--- src/rtl/rect_fill.sv ---
// rect_fill: fills a solid RGB888 rectangle into a linear framebuffer, row-major; optional clipping via RECT_FILL_CLIP_EN.
// Latency: first write one cycle after command accept; done pulses one cycle after the last accepted write.
// Backpressure: out_ready low holds pixel/color/sig_write; cmd_ready is low while filling (no queueing).
module rect_fill #(
    parameter int H_RES = 800,
    parameter int V_RES = 600
) (
    input  logic        clk,
    input  logic        reset,
    input  logic        cmd_valid,
    output logic        cmd_ready,
    input  logic [9:0]  cmd_x,
    input  logic [9:0]  cmd_y,
    input  logic [10:0] cmd_w,
    input  logic [10:0] cmd_h,
    input  logic [23:0] cmd_color,
    output logic        sig_write,
    output logic [19:0] pixel,
    output logic [23:0] color,
    input  logic        out_ready,
    output logic        done
);

    typedef enum logic {IDLE, FILL} state_t;

    localparam logic [19:0] ROW_STEP = 20'(H_RES);

    if (H_RES > 1024 || V_RES > 1024 || H_RES * V_RES > (1 << 20)) begin : g_bad_geometry
        $error("rect_fill: screen geometry does not fit the 10-bit coordinates / 20-bit index");
    end

    state_t      state, state_nxt;
    logic [19:0] row_base, row_base_nxt;
    logic [19:0] pixel_nxt;
    logic [23:0] color_nxt;
    logic        sig_write_nxt;
    logic        done_nxt;
    logic [10:0] col_left, col_left_nxt;
    logic [10:0] row_left, row_left_nxt;
    logic [10:0] width_m1, width_m1_nxt;
    logic [10:0] eff_w, eff_h;
    logic [19:0] start_pix;

`ifdef RECT_FILL_CLIP_EN
    logic [10:0] room_x, room_y;

    always_comb begin
        room_x = 11'(H_RES) - 11'(cmd_x);
        room_y = 11'(V_RES) - 11'(cmd_y);
        eff_w  = '0;
        eff_h  = '0;
        // Origin off-screen collapses to an empty command.
        if (11'(cmd_x) < 11'(H_RES)) begin
            eff_w = (cmd_w < room_x) ? cmd_w : room_x;
        end
        if (11'(cmd_y) < 11'(V_RES)) begin
            eff_h = (cmd_h < room_y) ? cmd_h : room_y;
        end
    end
`else
    assign eff_w = cmd_w;
    assign eff_h = cmd_h;
`endif

    // Constant-coefficient product: only the first pixel needs it, rows advance by addition.
    assign start_pix = 20'(cmd_y) * ROW_STEP + 20'(cmd_x);

    assign cmd_ready = (state == IDLE);

    always_comb begin
        state_nxt     = state;
        sig_write_nxt = sig_write;
        pixel_nxt     = pixel;
        color_nxt     = color;
        done_nxt      = 1'b0;
        row_base_nxt  = row_base;
        col_left_nxt  = col_left;
        row_left_nxt  = row_left;
        width_m1_nxt  = width_m1;

        case (state)
            IDLE: begin
                if (cmd_valid) begin
                    if (eff_w == '0 || eff_h == '0) begin
                        done_nxt = 1'b1;
                    end else begin
                        state_nxt     = FILL;
                        sig_write_nxt = 1'b1;
                        pixel_nxt     = start_pix;
                        row_base_nxt  = start_pix;
                        color_nxt     = cmd_color;
                        width_m1_nxt  = eff_w - 11'd1;
                        col_left_nxt  = eff_w - 11'd1;
                        row_left_nxt  = eff_h - 11'd1;
                    end
                end
            end
            FILL: begin
                if (out_ready) begin
                    if (col_left != '0) begin
                        col_left_nxt = col_left - 11'd1;
                        pixel_nxt    = pixel + 20'd1;
                    end else if (row_left != '0) begin
                        row_left_nxt = row_left - 11'd1;
                        col_left_nxt = width_m1;
                        row_base_nxt = row_base + ROW_STEP;
                        pixel_nxt    = row_base + ROW_STEP;
                    end else begin
                        state_nxt     = IDLE;
                        sig_write_nxt = 1'b0;
                        done_nxt      = 1'b1;
                    end
                end
            end
            default: state_nxt = IDLE;
        endcase
    end

    always_ff @(posedge clk) begin
        if (!reset) begin
            state     <= IDLE;
            sig_write <= 1'b0;
            done      <= 1'b0;
            pixel     <= '0;
            color     <= '0;
            row_base  <= '0;
            col_left  <= '0;
            row_left  <= '0;
            width_m1  <= '0;
        end else begin
            state     <= state_nxt;
            sig_write <= sig_write_nxt;
            done      <= done_nxt;
            pixel     <= pixel_nxt;
            color     <= color_nxt;
            row_base  <= row_base_nxt;
            col_left  <= col_left_nxt;
            row_left  <= row_left_nxt;
            width_m1  <= width_m1_nxt;
        end
    end

endmodule

--- config.mk ---
export PLATFORM = sky130hd
export DESIGN_NAME = rect_fill
export DESIGN_NICKNAME = d
export VERILOG_FILES = /design/src/rtl/rect_fill.sv
export SDC_FILE = /design/constraint.sdc
export NUM_CORES = 1
export LEC_CHECK = 0
export ABC_AREA = 1
export ABC_CLOCK_PERIOD_IN_PS = 3950
export CAP_MARGIN = 20
export CORE_AREA = 2 2 117 119
export CTS_CLUSTER_SIZE = 40
export DETAILED_ROUTE_END_ITERATION = 8
export DIE_AREA = 0 0 119 121
export PLACE_DENSITY = 0.79
export SYNTH_ARGS = -nofsm -noshare
export SYNTH_HDL_FRONTEND = slang
export SYNTH_SLANG_ARGS = --single-unit
export TNS_END_PERCENT = 5
--- constraint.sdc ---
create_clock -name clk -period 3.95 [get_ports clk]
set_clock_uncertainty 0.05 [all_clocks]
set_input_delay 0.79 -clock clk [delete_from_list [all_inputs] [get_ports clk]]
set_output_delay 0.79 -clock clk [all_outputs]
set_load 0.005 [all_outputs]
# ---- Yosys cells after proc, flatten, opt, wreduce, memory -nomap -nowiden
# Index checks and enable logic that the tools add are counted.
# Widths: inputs -> output; s select.
dict set report totals {
  n_memories 0
  output_inout_bits 47
  latchBits 0
  elab_cells 74
  inputBits 70
  mem_bits_rw 0
  regBits 100
  romBits 0
}
dict set report classes {
  multipliers 1
  shift 0
  bitwise 2
  n_div 0
  n_addsub 7
  muxes 39
  magnitude_cmp 0
  eq_ne 7
  reduce_logical 9
}
# operator count
set ops {}
lappend ops {{$mux 20} 7}
lappend ops {{$mux 11} 10}
lappend ops {{$pmux 20 s2} 2}
lappend ops {{$pmux 11 s2} 2}
lappend ops {{$sub 11x1->11 const B} 4}
lappend ops {{$logic_not 11->1} 2}
lappend ops {{$reduce_bool 11->1} 2}
lappend ops {{$add 20x1->20 const B} 1}
lappend ops {{$add 20x10->20} 1}
lappend ops {{$add 20x10->20 const B} 1}
lappend ops {{$mul 10x5->15 const B} 1}
lappend ops {{$mux 1} 15}
lappend ops {{$ne 2x2->1 const B} 5}
lappend ops {{$reduce_and 5->1} 2}
lappend ops {{$pmux 1 s2} 3}
lappend ops {{$reduce_and 4->1} 1}
lappend ops {{$ne 3x1->1 const B} 1}
lappend ops {{$reduce_and 3->1} 1}
lappend ops {{$ne 2x1->1 const B} 1}
lappend ops {{$not 1->1} 2}
lappend ops {{$logic_or 1x1->1} 1}

# ---- Depth between registers and ports, before layout
dict set report depth {
  ltp_word 5
  depth_mapped 20
  mapped_depth_nobuf 20
}

# ---- Least setup slack after synthesis
# No wires, ideal clock.
dict set report synth_timing {
  kind {input to register}
  from {input cmd_y[3]}
  to {register pixel[19]}
  path_buffers 0
  setup_time_ps 109
  t_required_ps 3791
  t_arrival_ps 3290
  path_stages 18
  path_slack_ps 502
  path_cell_list {ha_1 ha_1 inv_1 fa_1 inv_1 ha_1 inv_1 nand2_1 nand2_1 nand2_1 nand2_1 nand3_1 nor2_1 nand4_1 nand3_1 nand3_1 nand2_1 inv_1}
}
dict set report synth_between {
  elab_chain_len 5
}
# item line
set synth_lines {}
lappend synth_lines {{from (decl)} 13} ;# input logic [9:0] cmd_y,
lappend synth_lines {{$mul 10x5->15} 66} ;# assign start_pix = 20'(cmd_y) * ROW_STEP + 20'(cmd_x);
lappend synth_lines {{$add 20x10->20} 66}
lappend synth_lines {{$mux 20} 84} ;# if (eff_w == '0 || eff_h == '0) begin
lappend synth_lines {{$mux 20} 83} ;# if (cmd_valid) begin
lappend synth_lines {{$pmux 20 s2} 81} ;# case (state)
lappend synth_lines {{to (signal assigned)} 134} ;# pixel <= pixel_nxt;
lappend synth_lines {{to (decl)} 18} ;# output logic [19:0] pixel,
# Every way passes these cells. The select of a mux whose other input is x is not followed.
# A chain may end at the register's enable or synchronous reset.

# ---- Worst setup path in the final report
dict set report layout_timing {
  from {input cmd_y[3]}
  to {register pixel[18]}
}
# The elaborated chain is that of the path after synthesis.

==> impl_metrics.env <==
export IMPL_cts_tree="yes"
export IMPL_via_count=7250
export IMPL_yosys_warnings=0
export IMPL_placed_cell_area_um2=8376
export IMPL_setup_violations=0
export IMPL_final_min_clock_period_ps=3759
export IMPL_drt_iter0_drc=632
export IMPL_cts_sinks=100
export IMPL_ios=117
export IMPL_setup_worst_path_class="input port to flip-flop"
export IMPL_grt_first_pass_wirelength_um=31240
export IMPL_cts_setup_buffers=0
export IMPL_drv_slew=0
export IMPL_synth_area_per_cell_um2=6.568
export IMPL_slowest_stage="fa_1"
export IMPL_antenna_found_initial=0
export IMPL_yosysTopAreaCellShare_pct=28.92
export IMPL_grt_overflow=0
export IMPL_synth_area_um2=6923
export IMPL_hold_viol_final=0
export IMPL_cts_root_buf="clkbuf_16"
export IMPL_core_area_um2=13090
export IMPL_critPathArrivalTime_ps=3990
export IMPL_ys_flop_type="dfxtp_1"
export IMPL_synthTopCellsByArea="dfxtp_1, nand2_1, a21oi_1, ha_1, inv_1"
export IMPL_vias_per_cell=5.347
export IMPL_max_stage_delay_ps=520
export IMPL_dr_pass1_iters=5
export IMPL_worst_slack_ps=191.0
export IMPL_fin_nets=1296
export IMPL_yosys_area_top_type="dfxtp_1"
export IMPL_htreeDepth=3
export IMPL_critPathMaxFanout=4
export IMPL_die_height_um=121
export IMPL_final_util_pct=66.62
export IMPL_cts_max_path_buffers=2
export IMPL_ctsHoldBuffers=0
export IMPL_required_ps=4180
export IMPL_wire_per_inst_um=13.74
export IMPL_clock_latency_ps=360
export IMPL_fp_row_count=42
export IMPL_r2r_start="col_left[0]"
export IMPL_stdcell_area_um2=8717
export IMPL_wl_met2_um=9047
export IMPL_area_growth_synth_to_final_pct=25.92
export IMPL_start_util_pct=52.91
export IMPL_yosysUniqueCellTypes=42
export IMPL_fp_dieW_um=119
export IMPL_route_met3_wl_um=1091
export IMPL_diodes=0
export IMPL_netlist_instances=1054
export IMPL_syn_nets=1175
export IMPL_start_kind="input port"
export IMPL_met1_length_um=8176
export IMPL_ir_drop_mv=0.3706
export IMPL_synth_edff_count=0
export IMPL_cts_reportedPaths_clkPinSlew_ps=70
export IMPL_cts_inserted_buffers=9
export IMPL_ant_nets=0
export IMPL_crit_path_start="cmd_y[3]"
export IMPL_synth_seq_cells=100
export IMPL_grt_max_degree=59
export IMPL_max_slew_margin_pct=51.27
export IMPL_drive_above_1_share_pct=7.034
export IMPL_power_density_nw_per_um2=418.5
export IMPL_outcome="finished clean"
export IMPL_crit_chain="clkdlybuf4s50_1, ha_1, ha_1, inv_1, fa_1, inv_1, ha_4, inv_1, nand2_1, nand3_1, nand2_1, nand2_1, nand2_1, inv_1, nor2_1, nand3_1, nand3_1, nand3_1, a21oi_1"
export IMPL_pre_cts_slack_ps=-170.8
export IMPL_dp_hpwl_um=13400
export IMPL_top_layer="met4"
export IMPL_io_buffers=116
export IMPL_gp_congestion=0.9132
export IMPL_leakage_nw=3.947
export IMPL_max_cap_violations=0
export IMPL_max_slew_worst_pin_slew_ps=726.5
export IMPL_drcViolationCount=0
export IMPL_yosysSeqAreaShare_pct=28.92
export IMPL_setup_worst_path_end_class="flip-flop"
export IMPL_synthArstFlopShare_pct=0
export IMPL_hold_path_class="flip-flop to flip-flop"
export IMPL_die_area_um2=14400
export IMPL_grt_pass1_vias=6897
export IMPL_post_route_period_util_pct=95.16
export IMPL_track_usage_pct=26.22
export IMPL_timing_fmax_mhz=266.0
export IMPL_fill_cells=1137
export IMPL_wl_um=18630
export IMPL_setup_tns_final_ps=0
export IMPL_hold_start="row_base[4]"
==> layer usage <==
metal / track usage (%) / vias to the layer above
met3: 5.639 / 29
met2: 46.84 / 205
met1: 31.61 / 3303
met5: 0 / -
met4: 7.738 / 0
li1: - / 3713
==> cell type report <==
| cell class | instances | area (µm²) | area share (%) |
|---|---|---|---|
| clock buffer | 10 | 229.0 | 2.627 |
| clock inverter | 6 | 68.82 | 0.7894 |
| inverter | 133 | 499.2 | 5.727 |
| multi-input combinational | 780 | 4272 | 49.00 |
| sequential | 100 | 2002 | 22.97 |
| tap | 176 | 220.2 | 2.526 |
| timing repair buffer | 151 | 1426 | 16.36 |
==> synthesized netlist by cell type, types with 13 or more instances <==
| master | number |
|---|---|
| xor2_1 | 33 |
| nand4_1 | 15 |
| nand3_1 | 63 |
| dfxtp_1 | 100 |
| clkbuf_1 | 20 |
| inv_1 | 127 |
| nand2_1 | 249 |
| a21oi_1 | 121 |
| a31oi_1 | 13 |
| buf_2 | 15 |
| ha_1 | 45 |
| o21ai_0 | 91 |
| nor2_1 | 75 |
| nor3_1 | 13 |
==> worst paths after layout <==
path	endpoint	slack, ps	cells past startpoint
max	pixel[18]	190	19
min	row_base[4]	410	2
max reg2reg	row_left[10]	1390	13
min reg2reg	row_base[4]	410	2
==> sequential cells by signal, indices dropped and copies added, names as in the netlist <==
name and count:
color 24, pixel 20, row_base 20, col_left 11
row_left 11, width_m1 11, done 1, sig_write 1
state 1
==> report_power, final <==
| group | switching (W) | internal, W | leakage [nW] |
|---|---|---|---|
| logic | 0.000844 | 0.000623 | 2.98 |
| registers | 0.000133 | 0.00113 | 0.826 |
| clock network | 0.000418 | 0.000498 | 0.144 |
==> through the flow <==
| stage | total power [W] | cells | hold slack [ps] |
|---|---|---|---|
| after floorplan | 0.002178 | 1054 | 379.7 |
| after global placement | 0.002678 | 1340 | 391.0 |
| after detailed placement | 0.002701 | 1340 | 399.3 |
| after CTS | 0.003618 | 1356 | 411.1 |
| after global routing | 0.003898 | 1356 | 425.9 |
| final | 0.003648 | 1356 | 409.0 |
==> placed cells by master, fill, tap and decap left out, types with 6 or more instances in the layout <==
master	n
nand2_1	249
nand4_1	15
xnor2_1	6
xor2_1	33
a31oi_1	13
fa_1	6
dfxtp_1	100
or2_2	6
buf_4	35
nor2_1	74
clkdlybuf4s50_1	115
nand3_1	61
ha_1	43
inv_1	127
a21oi_1	120
o21ai_0	90
nor3_1	13
clkbuf_16	9
o21ai_1	6
nand3_2	6
==> cell families after synthesis <==
group                    synth area share [%]
AO/OA/AOI/OAI                           18.58
XOR/XNOR                                4.934
adder cells (fa/ha/maj)                 9.868
buffers and inverters                   9.976
flip-flops                              28.92
multiplexers                           0.2892
AND/OR/NAND/NOR                         27.44
==> worst max-delay path: cells and delay by family <==
| kind | cells | cell delay (ps) |
|---|---|---|
| AO/OA/AOI/OAI | 1 | 180 |
| buffers and inverters | 5 | 680 |
| adder cells (fa/ha/maj) | 4 | 1390 |
| AND/OR/NAND/NOR | 9 | 950 |
==> timing repair <==
action | CTS | global route
resized for setup | 0 | 8
setup endpoints to repair | 0 | 7
endpoints found under the hold margin | 0 | 0
Note: power is estimated with default switching activity, not from simulation.
